### config.mk
export PLATFORM = sky130hd
export DESIGN_NAME = fetch_unit_flat
export DESIGN_NICKNAME = d
export VERILOG_FILES = /design/src/rtl/cpu_pkg.sv /design/src/rtl/fetch_unit_if.sv /design/src/rtl/fetch_fifo.sv /design/src/rtl/fetch_unit.sv /design/src/flat_wrapper.sv
export SDC_FILE = /design/constraint.sdc
export NUM_CORES = 1
export LEC_CHECK = 0
export ABC_AREA = 1
export CAP_MARGIN = 20
export CORE_MARGIN = 2
export CORE_UTILIZATION = 35
export DETAILED_ROUTE_END_ITERATION = 10
export PLACE_DENSITY_LB_ADDON = 0.1
export SLEW_MARGIN = 20
export SYNTH_ARGS = -nofsm -noshare
export SYNTH_HDL_FRONTEND = slang
export SYNTH_SLANG_ARGS = --single-unit
### constraint.sdc
create_clock -name clk -period 11.2 [get_ports clk]
set_input_delay 2.24 -clock clk [delete_from_list [all_inputs] [get_ports clk]]
set_output_delay 2.24 -clock clk [all_outputs]
set_load 0.05 [all_outputs]
### src/rtl/cpu_pkg.sv
// ============================================================================
// Module   : cpu_pkg
// Brief    : Shared CPU types and defaults (next-PC modes, XLEN, reset PC).
// Revision : 1.0
// ============================================================================
`default_nettype none

package cpu_pkg;

    typedef enum logic [1:0] {
        NPC_SEQ  = 2'b00,
        NPC_BR   = 2'b01,
        NPC_JAL  = 2'b10,
        NPC_JALR = 2'b11
    } npc_op_e;

    localparam int          CPU_XLEN     = 32;
    localparam logic [31:0] CPU_RESET_PC = 32'h0000_0000;

endpackage

`default_nettype wire

### src/rtl/fetch_unit_if.sv
// ============================================================================
// Module   : fetch_unit_if
// Brief    : Redirect, IROM and decode-handshake signals of the fetch stage.
// Revision : 1.0
// ============================================================================
`default_nettype none

interface fetch_unit_if
    import cpu_pkg::*;
#(
    parameter int XLEN    = CPU_XLEN,
    parameter int IADDR_W = 14
) ();

    logic [1:0]         redir_op;
    logic               br;
    logic [XLEN-1:0]    redir_base;
    logic [XLEN-1:0]    offset;
    logic               imem_en;
    logic [IADDR_W-1:0] imem_addr;
    logic [XLEN-1:0]    imem_data;
    logic               inst_valid;
    logic               inst_ready;
    logic [XLEN-1:0]    inst;
    logic [XLEN-1:0]    inst_pc;
    logic [XLEN-1:0]    inst_pc4;
    logic               redir_taken;

    modport master (
        input  redir_op, br, redir_base, offset, imem_data, inst_ready,
        output imem_en, imem_addr, inst_valid, inst, inst_pc, inst_pc4, redir_taken
    );

    modport slave (
        output redir_op, br, redir_base, offset, imem_data, inst_ready,
        input  imem_en, imem_addr, inst_valid, inst, inst_pc, inst_pc4, redir_taken
    );

endinterface

`default_nettype wire

### src/rtl/fetch_fifo.sv
// ============================================================================
// Module   : fetch_fifo
// Brief    : Small power-of-two FIFO with synchronous flush and count output.
// Revision : 1.0
// ============================================================================
`default_nettype none

module fetch_fifo #(
    parameter  int WIDTH = 64,
    parameter  int DEPTH = 4,
    localparam int AW    = $clog2(DEPTH),
    localparam int CW    = AW + 1
) (
    input  wire logic             clk,
    input  wire logic             rst,
    input  wire logic             i_flush,
    input  wire logic             i_push,
    input  wire logic [WIDTH-1:0] i_wdata,
    input  wire logic             i_pop,
    output      logic [WIDTH-1:0] o_rdata,
    output      logic             o_valid,
    output      logic [CW-1:0]    o_count
);

    logic [WIDTH-1:0] r_mem [DEPTH];
    logic [AW-1:0]    r_wr_ptr;
    logic [AW-1:0]    r_rd_ptr;
    logic [CW-1:0]    r_count;
    logic             w_do_push;
    logic             w_do_pop;

    // Flush wins over any same-cycle push or pop.
    assign w_do_push = i_push && !i_flush;
    assign w_do_pop  = i_pop && (r_count != '0) && !i_flush;

    always_ff @(posedge clk or posedge rst) begin
        if (rst) begin
            for (int i = 0; i < DEPTH; i++) begin
                r_mem[i] <= '0;
            end
            r_wr_ptr <= '0;
            r_rd_ptr <= '0;
            r_count  <= '0;
        end else if (i_flush) begin
            r_wr_ptr <= '0;
            r_rd_ptr <= '0;
            r_count  <= '0;
        end else begin
            if (w_do_push) begin
                r_mem[r_wr_ptr] <= i_wdata;
                r_wr_ptr        <= r_wr_ptr + AW'(1);
            end
            if (w_do_pop) begin
                r_rd_ptr <= r_rd_ptr + AW'(1);
            end
            r_count <= r_count + CW'(w_do_push) - CW'(w_do_pop);
        end
    end

    assign o_rdata = r_mem[r_rd_ptr];
    assign o_valid = (r_count != '0);
    assign o_count = r_count;

endmodule

`default_nettype wire

### src/rtl/fetch_unit.sv
// ============================================================================
// Module   : fetch_unit
// Brief    : Instruction fetch stage: PC, next-PC select, IROM credit, queue.
// Revision : 1.0
// ============================================================================
`default_nettype none

module fetch_unit
    import cpu_pkg::*;
#(
    parameter int              XLEN     = CPU_XLEN,
    parameter int              IADDR_W  = 14,
    parameter int              DEPTH    = 4,
    parameter logic [XLEN-1:0] RESET_PC = XLEN'(CPU_RESET_PC)
) (
    input  wire logic    clk,
    input  wire logic    rst,
    fetch_unit_if.master bus
);

    localparam int CW = $clog2(DEPTH) + 1;

    npc_op_e         w_op;
    logic            w_redir;
    logic [XLEN-1:0] w_sum;
    logic [XLEN-1:0] w_target;
    logic            w_pop;
    logic            w_push;
    logic            w_issue;
    logic [CW:0]     w_credit;
    logic [CW-1:0]   w_count;
    logic [2*XLEN-1:0] w_head;

    logic [XLEN-1:0] r_pc;
    logic [XLEN-1:0] r_req_pc;
    logic            r_inflight;
    logic            r_kill;

    assign w_op = npc_op_e'(bus.redir_op);

    always_comb begin
        w_redir = 1'b0;
        case (w_op)
            NPC_BR:            w_redir = bus.br;
            NPC_JAL, NPC_JALR: w_redir = 1'b1;
            default:           w_redir = 1'b0;
        endcase
    end

    assign w_sum    = bus.redir_base + bus.offset;
    assign w_target = w_sum & ~XLEN'(3);

    // Credit counts the outstanding request so the queue can never overflow.
    assign w_pop    = bus.inst_valid && bus.inst_ready;
    assign w_credit = {1'b0, w_count} + (CW+1)'(r_inflight) - (CW+1)'(w_pop);
    assign w_issue  = !rst && !w_redir && (w_credit < (CW+1)'(DEPTH));
    assign w_push   = r_inflight && !r_kill && !w_redir;

    always_ff @(posedge clk or posedge rst) begin
        if (rst) begin
            r_pc       <= RESET_PC;
            r_req_pc   <= RESET_PC;
            r_inflight <= 1'b0;
            r_kill     <= 1'b0;
        end else begin
            if (w_redir) begin
                r_pc <= w_target;
            end else if (w_issue) begin
                r_pc <= r_pc + XLEN'(4);
            end
            if (w_issue) begin
                r_req_pc <= r_pc;
            end
            r_inflight <= w_issue;
            r_kill     <= w_redir;
        end
    end

    fetch_fifo #(
        .WIDTH (2*XLEN),
        .DEPTH (DEPTH)
    ) u_fifo (
        .clk     (clk),
        .rst     (rst),
        .i_flush (w_redir),
        .i_push  (w_push),
        .i_wdata ({r_req_pc, bus.imem_data}),
        .i_pop   (w_pop),
        .o_rdata (w_head),
        .o_valid (bus.inst_valid),
        .o_count (w_count)
    );

    assign bus.imem_en     = w_issue;
    assign bus.imem_addr   = r_pc[IADDR_W+1:2];
    assign bus.redir_taken = w_redir;
    assign bus.inst        = w_head[XLEN-1:0];
    assign bus.inst_pc     = w_head[2*XLEN-1:XLEN];
    assign bus.inst_pc4    = w_head[2*XLEN-1:XLEN] + XLEN'(4);

endmodule

`default_nettype wire

### src/flat_wrapper.sv
// flat-port wrapper written by rule: the top's interface ports become plain ports
module fetch_unit_flat import cpu_pkg::*;
#(
    parameter int              XLEN     = CPU_XLEN,
    parameter int              IADDR_W  = 14,
    parameter int              DEPTH    = 4,
    parameter logic [XLEN-1:0] RESET_PC = XLEN'(CPU_RESET_PC)
)
  (clk, rst, bus_redir_op, bus_br, bus_redir_base, bus_offset, bus_imem_data, bus_inst_ready, bus_imem_en, bus_imem_addr, bus_inst_valid, bus_inst, bus_inst_pc, bus_inst_pc4, bus_redir_taken);
  fetch_unit_if #(.XLEN(XLEN), .IADDR_W(IADDR_W)) bus_i ();
  input  wire logic clk;
  input  wire logic rst;
  input wire logic [$bits(bus_i.redir_op)-1:0] bus_redir_op;
  input wire logic [$bits(bus_i.br)-1:0] bus_br;
  input wire logic [$bits(bus_i.redir_base)-1:0] bus_redir_base;
  input wire logic [$bits(bus_i.offset)-1:0] bus_offset;
  input wire logic [$bits(bus_i.imem_data)-1:0] bus_imem_data;
  input wire logic [$bits(bus_i.inst_ready)-1:0] bus_inst_ready;
  output wire logic [$bits(bus_i.imem_en)-1:0] bus_imem_en;
  output wire logic [$bits(bus_i.imem_addr)-1:0] bus_imem_addr;
  output wire logic [$bits(bus_i.inst_valid)-1:0] bus_inst_valid;
  output wire logic [$bits(bus_i.inst)-1:0] bus_inst;
  output wire logic [$bits(bus_i.inst_pc)-1:0] bus_inst_pc;
  output wire logic [$bits(bus_i.inst_pc4)-1:0] bus_inst_pc4;
  output wire logic [$bits(bus_i.redir_taken)-1:0] bus_redir_taken;
  assign bus_i.redir_op = bus_redir_op;
  assign bus_i.br = bus_br;
  assign bus_i.redir_base = bus_redir_base;
  assign bus_i.offset = bus_offset;
  assign bus_i.imem_data = bus_imem_data;
  assign bus_i.inst_ready = bus_inst_ready;
  assign bus_imem_en = bus_i.imem_en;
  assign bus_imem_addr = bus_i.imem_addr;
  assign bus_inst_valid = bus_i.inst_valid;
  assign bus_inst = bus_i.inst;
  assign bus_inst_pc = bus_i.inst_pc;
  assign bus_inst_pc4 = bus_i.inst_pc4;
  assign bus_redir_taken = bus_i.redir_taken;
  fetch_unit #(.XLEN(XLEN), .IADDR_W(IADDR_W), .DEPTH(DEPTH), .RESET_PC(RESET_PC)) u_core (.clk(clk), .rst(rst), .bus(bus_i));
endmodule
==> flow_metrics.py, run 1 <==
metrics = {
    "status": {
        "outcome": "complete, no violations",
    },
    "floorplanning": {
        "floorplan.initialDensity": 0.354,
        "core_um2": 50100,
        "fp.dieArea_um2": 52500,
        "die_y_um": 229,
        "rows": 82,
        "fp.dieW_um": 229,
        "ios": 215,
    },
    "min_path": {
        "hold_path.class": "reg2reg",
    },
    "place": {
        "dpl_cell_area_um2": 20200,
        "pre_cts_ws_ps": 4080,
        "routabilityCongestion": 0.927,
        "place_inst": 3187,
        "port_buffers": 210,
        "dpl.hpwl_um": 37000,
    },
    "routing": {
        "drc": 0,
        "viasPerCell": 4.92,
        "postRouteAntennaNets": 0,
        "vias": 15998,
        "avgRoutedWirePerCell_um": 16.5,
        "dr.pass1.iters": 5,
        "drt-initial-drc-count": 1296,
        "wl_um": 53700,
    },
    "grt": {
        "grt_max_degree": 182,
        "overflow": 0,
        "grt_usage": 0.207,
        "antenna_found_initial": 0,
        "grt_pass1_wl_um": 86900,
        "first_global_vias": 15387,
    },
    "cts": {
        "cts.sinks": 317,
        "path_clk_slew_ps": 50,
        "cts_setup_buffers": 0,
        "ctsHtreeMaxLevel": 2,
        "cts_buffer_depth": 3,
        "tritoncts": "built",
        "cts-root-buf": "clkbuf_16",
        "postCtsHoldBufs": 0,
        "cts_resized": 0,
        "cts_buffers": 37,
        "clk_latency_ps": 560,
    },
    "sta": {
        "setup_viol": 0,
        "tightest_slew_ps": 1010,
        "rsz0062_at_grt": "no",
        "fmax_mhz": 132,
        "fin_ws_ps": 3640,
        "drv_slew": 0,
        "fin_crit_sh": 0.675,
        "hold_viol_final": 0,
        "finClkSkew_ps": 28.2,
        "tns_ps": 0,
        "maxSlewHeadroom": 0.321,
        "min_period_ps": 7560,
    },
    "synthesis": {
        "synthCells": 2417,
        "synth_area_um2": 17700,
        "avgSynthCellArea_um2": 7.34,
        "ys_seq_elements": 317,
        "synth_flop_cell": "dfrtp_1",
        "synth.distinct_cells": 46,
        "yosys_warnings": 0,
        "ys_seq_area_frac": 0.447,
        "synth_edf_count": 0,
        "async_flop_share": 1.00,
    },
    "run": {
        "maxCapViolCount": 0,
    },
    "power_and_ir_drop": {
        "p_leak_nw": 10.2,
        "power_density_nw_per_um2": 187,
        "p_int_mw": 2.42,
        "ir_drop_v": 0.0000790,
        "p_seq_frac": 0.346,
        "swShare": 0.395,
        "p_switching_mw": 1.58,
        "combPwrFrac": 0.359,
        "clockPowerShare": 0.296,
    },
    "final_layout": {
        "syn_to_final_growth_pct": 20.6,
        "nNetsFinal": 2698,
        "finish.utilization": 0.428,
        "instances_no_fill": 3253,
        "final_area_um2": 21400,
        "final_layout_size_suffix_gt1_frac": 0.0473,
    },
    "setup_path": {
        "crit_path_max_incr_delay_ps": 810,
        "cp.arrival_ps": 5320,
        "end_kind": "output pin",
        "cp.required_ps": 8960,
        "crit_chain": "clkinv_2 -> buf_4 -> buf_4 -> nand2_1 -> a32oi_4 -> ha_1 -> inv_1 -> nor2_1 -> nand2_1 -> nor2_1 -> nand3_1 -> xnor2_1 -> clkdlybuf4s50_1",
        "path_max_fanout": 60,
        "cp-start-kind": "flop",
        "cp_slowest_cell": "clkdlybuf4s50_1",
        "critPathKind": "reg2out",
    },
}
## worst paths after layout
kind,slack [ps],endpoint,cells past startpoint,startpoint
max,3640,bus_inst_pc4[26],13,u_core.u_fifo.r_rd_ptr[0]
min in group asynchronous,2440,u_core.r_pc[13],2,rst
max reg2reg,7420,u_core.r_pc[7],16,u_core.u_fifo.o_count[1]
min,480,u_core.u_fifo.r_mem[150],2,u_core.u_fifo.r_mem[150]
max in group asynchronous,7230,u_core.u_fifo.r_mem[182],3,rst
min reg2reg,480,u_core.u_fifo.r_mem[150],2,u_core.u_fifo.r_mem[150]
## cells in the mapped netlist (3+ instances only)
library cell,count,area share
o211ai_1,6,0.0025
nor3_1,23,0.0065
nand2_2,5,0.0018
xnor2_1,5,0.0025
o21ai_0,380,0.11
nor3_2,8,0.0045
nand3b_1,17,0.0072
clkbuf_1,66,0.014
o22ai_2,3,0.0021
buf_6,3,0.0019
nand3_1,110,0.031
nor2_2,8,0.0028
a31oi_1,5,0.0018
nor2_4,3,0.0019
a21oi_1,52,0.015
a22oi_1,3,0.0013
inv_2,10,0.0021
nand4_1,10,0.0035
buf_2,22,0.0062
nand2_1,730,0.15
xor2_1,32,0.016
nand3_2,7,0.0039
inv_1,248,0.052
o22ai_1,38,0.013
nor2_1,204,0.043
buf_1,11,0.0023
dfrtp_1,317,0.45
o21bai_1,5,0.0021
buf_4,24,0.010
ha_1,41,0.029
## power by group through the flow
| stage | sequential [mW] | combinational, mW | clock, mW |
|---|---|---|---|
| 2_1_floorplan | 1.36 | 0.977 | 0 |
| 3_3_place_gp | 1.40 | 1.44 | 0 |
| 3_5_place_dp | 1.40 | 1.44 | 0 |
| 4_1_cts | 1.38 | 1.44 | 1.22 |
| 5_1_grt | 1.40 | 1.55 | 1.26 |
| 6_report | 1.38 | 1.43 | 1.18 |
## cells by family after synthesis
logic type               synth area share
AO/OA/AOI/OAI                       0.149
buffers and inverters              0.0902
AND/OR/NAND/NOR                     0.265
flip-flops                          0.447
adder cells (fa/ha/maj)            0.0300
other                            0.000211
XOR/XNOR                           0.0183
## layout make-up
cell class              count  area [um2]
well taps                 672         841
diodes                      1        2.50
fillers                  5290       28700
clock buffers              58        1090
repair buffers            222        2200
multi-input cells        1717        8260
inverters                 259         982
flip-flops and latches    317        7940
clock inverters             7        90.1
## state kept, by name, indices dropped and copies added (netlist names)
| signal | cells |
|---|---|
| u_core.r_inflight | 1 |
| u_core.u_fifo.r_mem | 248 |
| u_core.r_kill | 1 |
| u_core.u_fifo.o_count | 3 |
| u_core.u_fifo.r_wr_ptr | 2 |
| u_core.u_fifo.r_rd_ptr | 2 |
| u_core.r_pc | 30 |
| u_core.r_req_pc | 30 |
## critical path, delay by kind of cell, from the launching register on
kind / cells / cell delay, ps
AOI/OAI and AO/OA: 1 / 300
xor gates and xnor gates: 1 / 150
adders and majority gates: 1 / 250
buffers and inverters: 5 / 2350
DFF: 1 / 700
and+or+nand+nor: 5 / 910
## routing by layer
metal	track usage	wire [um]	vias up
li1	-	-	8019
met4	0.0694	1600	0
met3	0.0361	2780	79
met1	0.281	24900	7471
met5	0	0	-
met2	0.333	24500	429
## layout by cell type (no fill, tap or decap), types with 9 or more instances in the layout
cell / instances
clkbuf_1: 12
nand3_1: 110
clkbuf_16: 37
nand4_1: 10
dfrtp_1: 315
clkdlybuf4s50_1: 210
a21oi_1: 52
inv_1: 246
o21ai_0: 380
nor2_1: 204
nor3_1: 23
nand3b_1: 17
buf_4: 11
inv_2: 9
clkbuf_8: 9
nand2_1: 726
ha_1: 41
o22ai_1: 38
xor2_1: 32
## per-stage QoR
| step | power [mW] | hold WS [ps] |
|---|---|---|
| after floorplan | 2.34 | 448 |
| after global placement | 2.83 | 461 |
| after detailed placement | 2.84 | 468 |
| after CTS | 4.04 | 482 |
| after global routing | 4.21 | 500 |
| final | 4.00 | 479 |
(Power assumes the default switching activity.)
==> run 2, diff against run 1 <==
==> constraint.sdc (replaced) <==
create_clock -name clk -period 6.65 [get_ports clk]
set_input_delay 1.33 -clock clk [delete_from_list [all_inputs] [get_ports clk]]
set_output_delay 1.33 -clock clk [all_outputs]
set_load 0.05 [all_outputs]
==> flow_metrics.py, run 2 (synthesized netlist as in run 1, its figures left out) <==
metrics = {
    "sta": {
        "hold_viol_final": 0,
        "min_period_ps": 5410,
        "finClkSkew_ps": 20.1,
        "fin_crit_sh": 0.814,
        "rsz0062_at_grt": "no",
        "tns_ps": 0,
        "fmax_mhz": 185,
        "tightest_slew_ps": 1020,
        "maxSlewHeadroom": 0.322,
        "drv_slew": 0,
        "setup_viol": 0,
    },
    "floorplanning": {
        "fp.dieW_um": 229,
        "die_y_um": 229,
        "core_um2": 50100,
        "floorplan.initialDensity": 0.354,
        "fp.dieArea_um2": 52500,
        "rows": 82,
        "ios": 215,
    },
    "grt": {
        "grt_usage": 0.207,
        "first_global_vias": 15626,
        "antenna_found_initial": 1,
        "grt_pass1_wl_um": 87500,
        "grt_max_degree": 158,
        "overflow": 0,
    },
    "power_and_ir_drop": {
        "clockPowerShare": 0.302,
        "p_seq_frac": 0.342,
        "ir_drop_v": 0.000191,
        "power_density_nw_per_um2": 315,
        "p_leak_nw": 10.3,
        "combPwrFrac": 0.357,
        "p_int_mw": 4.11,
        "p_switching_mw": 2.68,
        "swShare": 0.395,
        "p_total_mw": 6.79,
    },
    "routing": {
        "wl_um": 54200,
        "postRouteAntennaNets": 0,
        "drt-initial-drc-count": 1028,
        "vias": 16011,
        "drc": 0,
        "avgRoutedWirePerCell_um": 16.6,
        "dr.pass1.iters": 5,
        "viasPerCell": 4.91,
    },
    "place": {
        "routabilityCongestion": 0.945,
        "dpl.hpwl_um": 37900,
        "port_buffers": 210,
    },
    "setup_path": {
        "critPathKind": "reg2out",
        "path_max_fanout": 64,
        "cp.arrival_ps": 4080,
        "crit_chain": "buf_4 -> nand2_1 -> a32oi_4 -> ha_1 -> inv_1 -> nor2_1 -> nand2_1 -> nor2_1 -> nand3_1 -> xnor2_1 -> clkdlybuf4s50_1",
        "cp_slowest_cell": "clkdlybuf4s50_1",
        "cp.required_ps": 5320,
        "crit_path_max_incr_delay_ps": 820,
        "cp-start-kind": "flop",
        "end_kind": "output pin",
    },
    "cts": {
        "clk_latency_ps": 550,
        "cts_resized": 0,
        "cts_setup_buffers": 0,
        "cts.sinks": 317,
        "cts-root-buf": "clkbuf_16",
        "postCtsHoldBufs": 0,
        "tritoncts": "built",
        "ctsHtreeMaxLevel": 2,
        "cts_buffer_depth": 3,
        "path_clk_slew_ps": 60,
        "cts_buffers": 38,
    },
    "run": {
        "maxCapViolCount": 0,
    },
    "final_layout": {
        "final_common_cell": "nand2_1",
        "layout_common_cells": "nand2_1 (726), o21ai_0 (380), dfrtp_1 (315)",
        "final_layout_size_suffix_gt1_frac": 0.0525,
        "reg_top3": "u_core.u_fifo.r_mem: 248 flops, u_core.r_pc: 30 flops, u_core.r_req_pc: 30 flops",
        "top_register": "u_core.u_fifo.r_mem",
        "largest_reg_flops": 248,
        "syn_to_final_growth_pct": 21.4,
        "nNetsFinal": 2709,
    },
    "min_path": {
        "hold_path.class": "reg2reg",
    },
    "status": {
        "outcome": "complete, no violations",
    },
}
==> run 2: changes by cell type in the layout (fill, tap and decap cells not counted), sizes merged <==
cell | previous run | this run
buf | 12 | 23
clkbuf | 58 | 57
clkinv | 8 | 5
clkdlybuf4s50 | 210 | 209
inv | 257 | 260
clkinvlp | 0 | 2
==> run 2: final cells by class <==
cell class | instances | area [um2]
fill | 5301 | 28500
clock inverter | 9 | 118
antenna | 1 | 2.50
timing repair buffer | 232 | 2300
sequential | 317 | 7940
multi-input combinational | 1717 | 8260
clock buffer | 57 | 1110
inverter | 259 | 977
tap | 672 | 841
==> run 2: path summary, 6_finish.rpt <==
check	cells past startpoint	startpoint	slack (ps)	to
min in group asynchronous	2	rst	1310	u_core.r_req_pc[2]
max	11	u_core.u_fifo.r_rd_ptr[0]	1240	bus_inst_pc4[26]
min reg2reg	2	u_core.u_fifo.r_mem[80]	470	u_core.u_fifo.r_mem[80]
max reg2reg	16	u_core.u_fifo.o_count[1]	3350	u_core.r_pc[19]
max in group asynchronous	3	rst	4200	u_core.u_fifo.r_mem[180]
min	2	u_core.u_fifo.r_mem[80]	470	u_core.u_fifo.r_mem[80]
==> run 2: power groups by stage <==
stage	clock [mW]	sequential, mW	combinational [mW]
2_1_floorplan	0	2.30	1.65
3_3_place_gp	0	2.35	2.42
3_5_place_dp	0	2.35	2.43
4_1_cts	2.11	2.32	2.44
5_1_grt	2.19	2.35	2.62
6_report	2.05	2.32	2.42
==> run 2: critical path: cells and delay by family (launching register included) <==
kind            cells  cell delay [ps]
flops               1              420
fa+ha+maj           1              240
xor+xnor            1              150
compound gates      1              340
simple gates        5              920
buf+inv             3             1440
==> run 2: layer usage <==
metal | vias up | track usage | share of wire
met3 | 94 | 0.0315 | 0.049
met5 | - | 0 | 0
met4 | 0 | 0.0804 | 0.037
li1 | 8039 | - | -
met2 | 402 | 0.327 | 0.45
met1 | 7476 | 0.287 | 0.47
==> run 2: through the flow <==
step	setup slack [ps]	hold slack [ps]	instance area [um2]	instances	utilization
final	1240	475	21500	3264	0.430
after global routing	870	495	21500	3264	0.430
after CTS	1190	482	21500	3261	0.429
after detailed placement	1780	468	20300	3195	0.405
after global placement	1780	462	20300	3195	0.405
after floorplan	1100	448	17800	2420	-
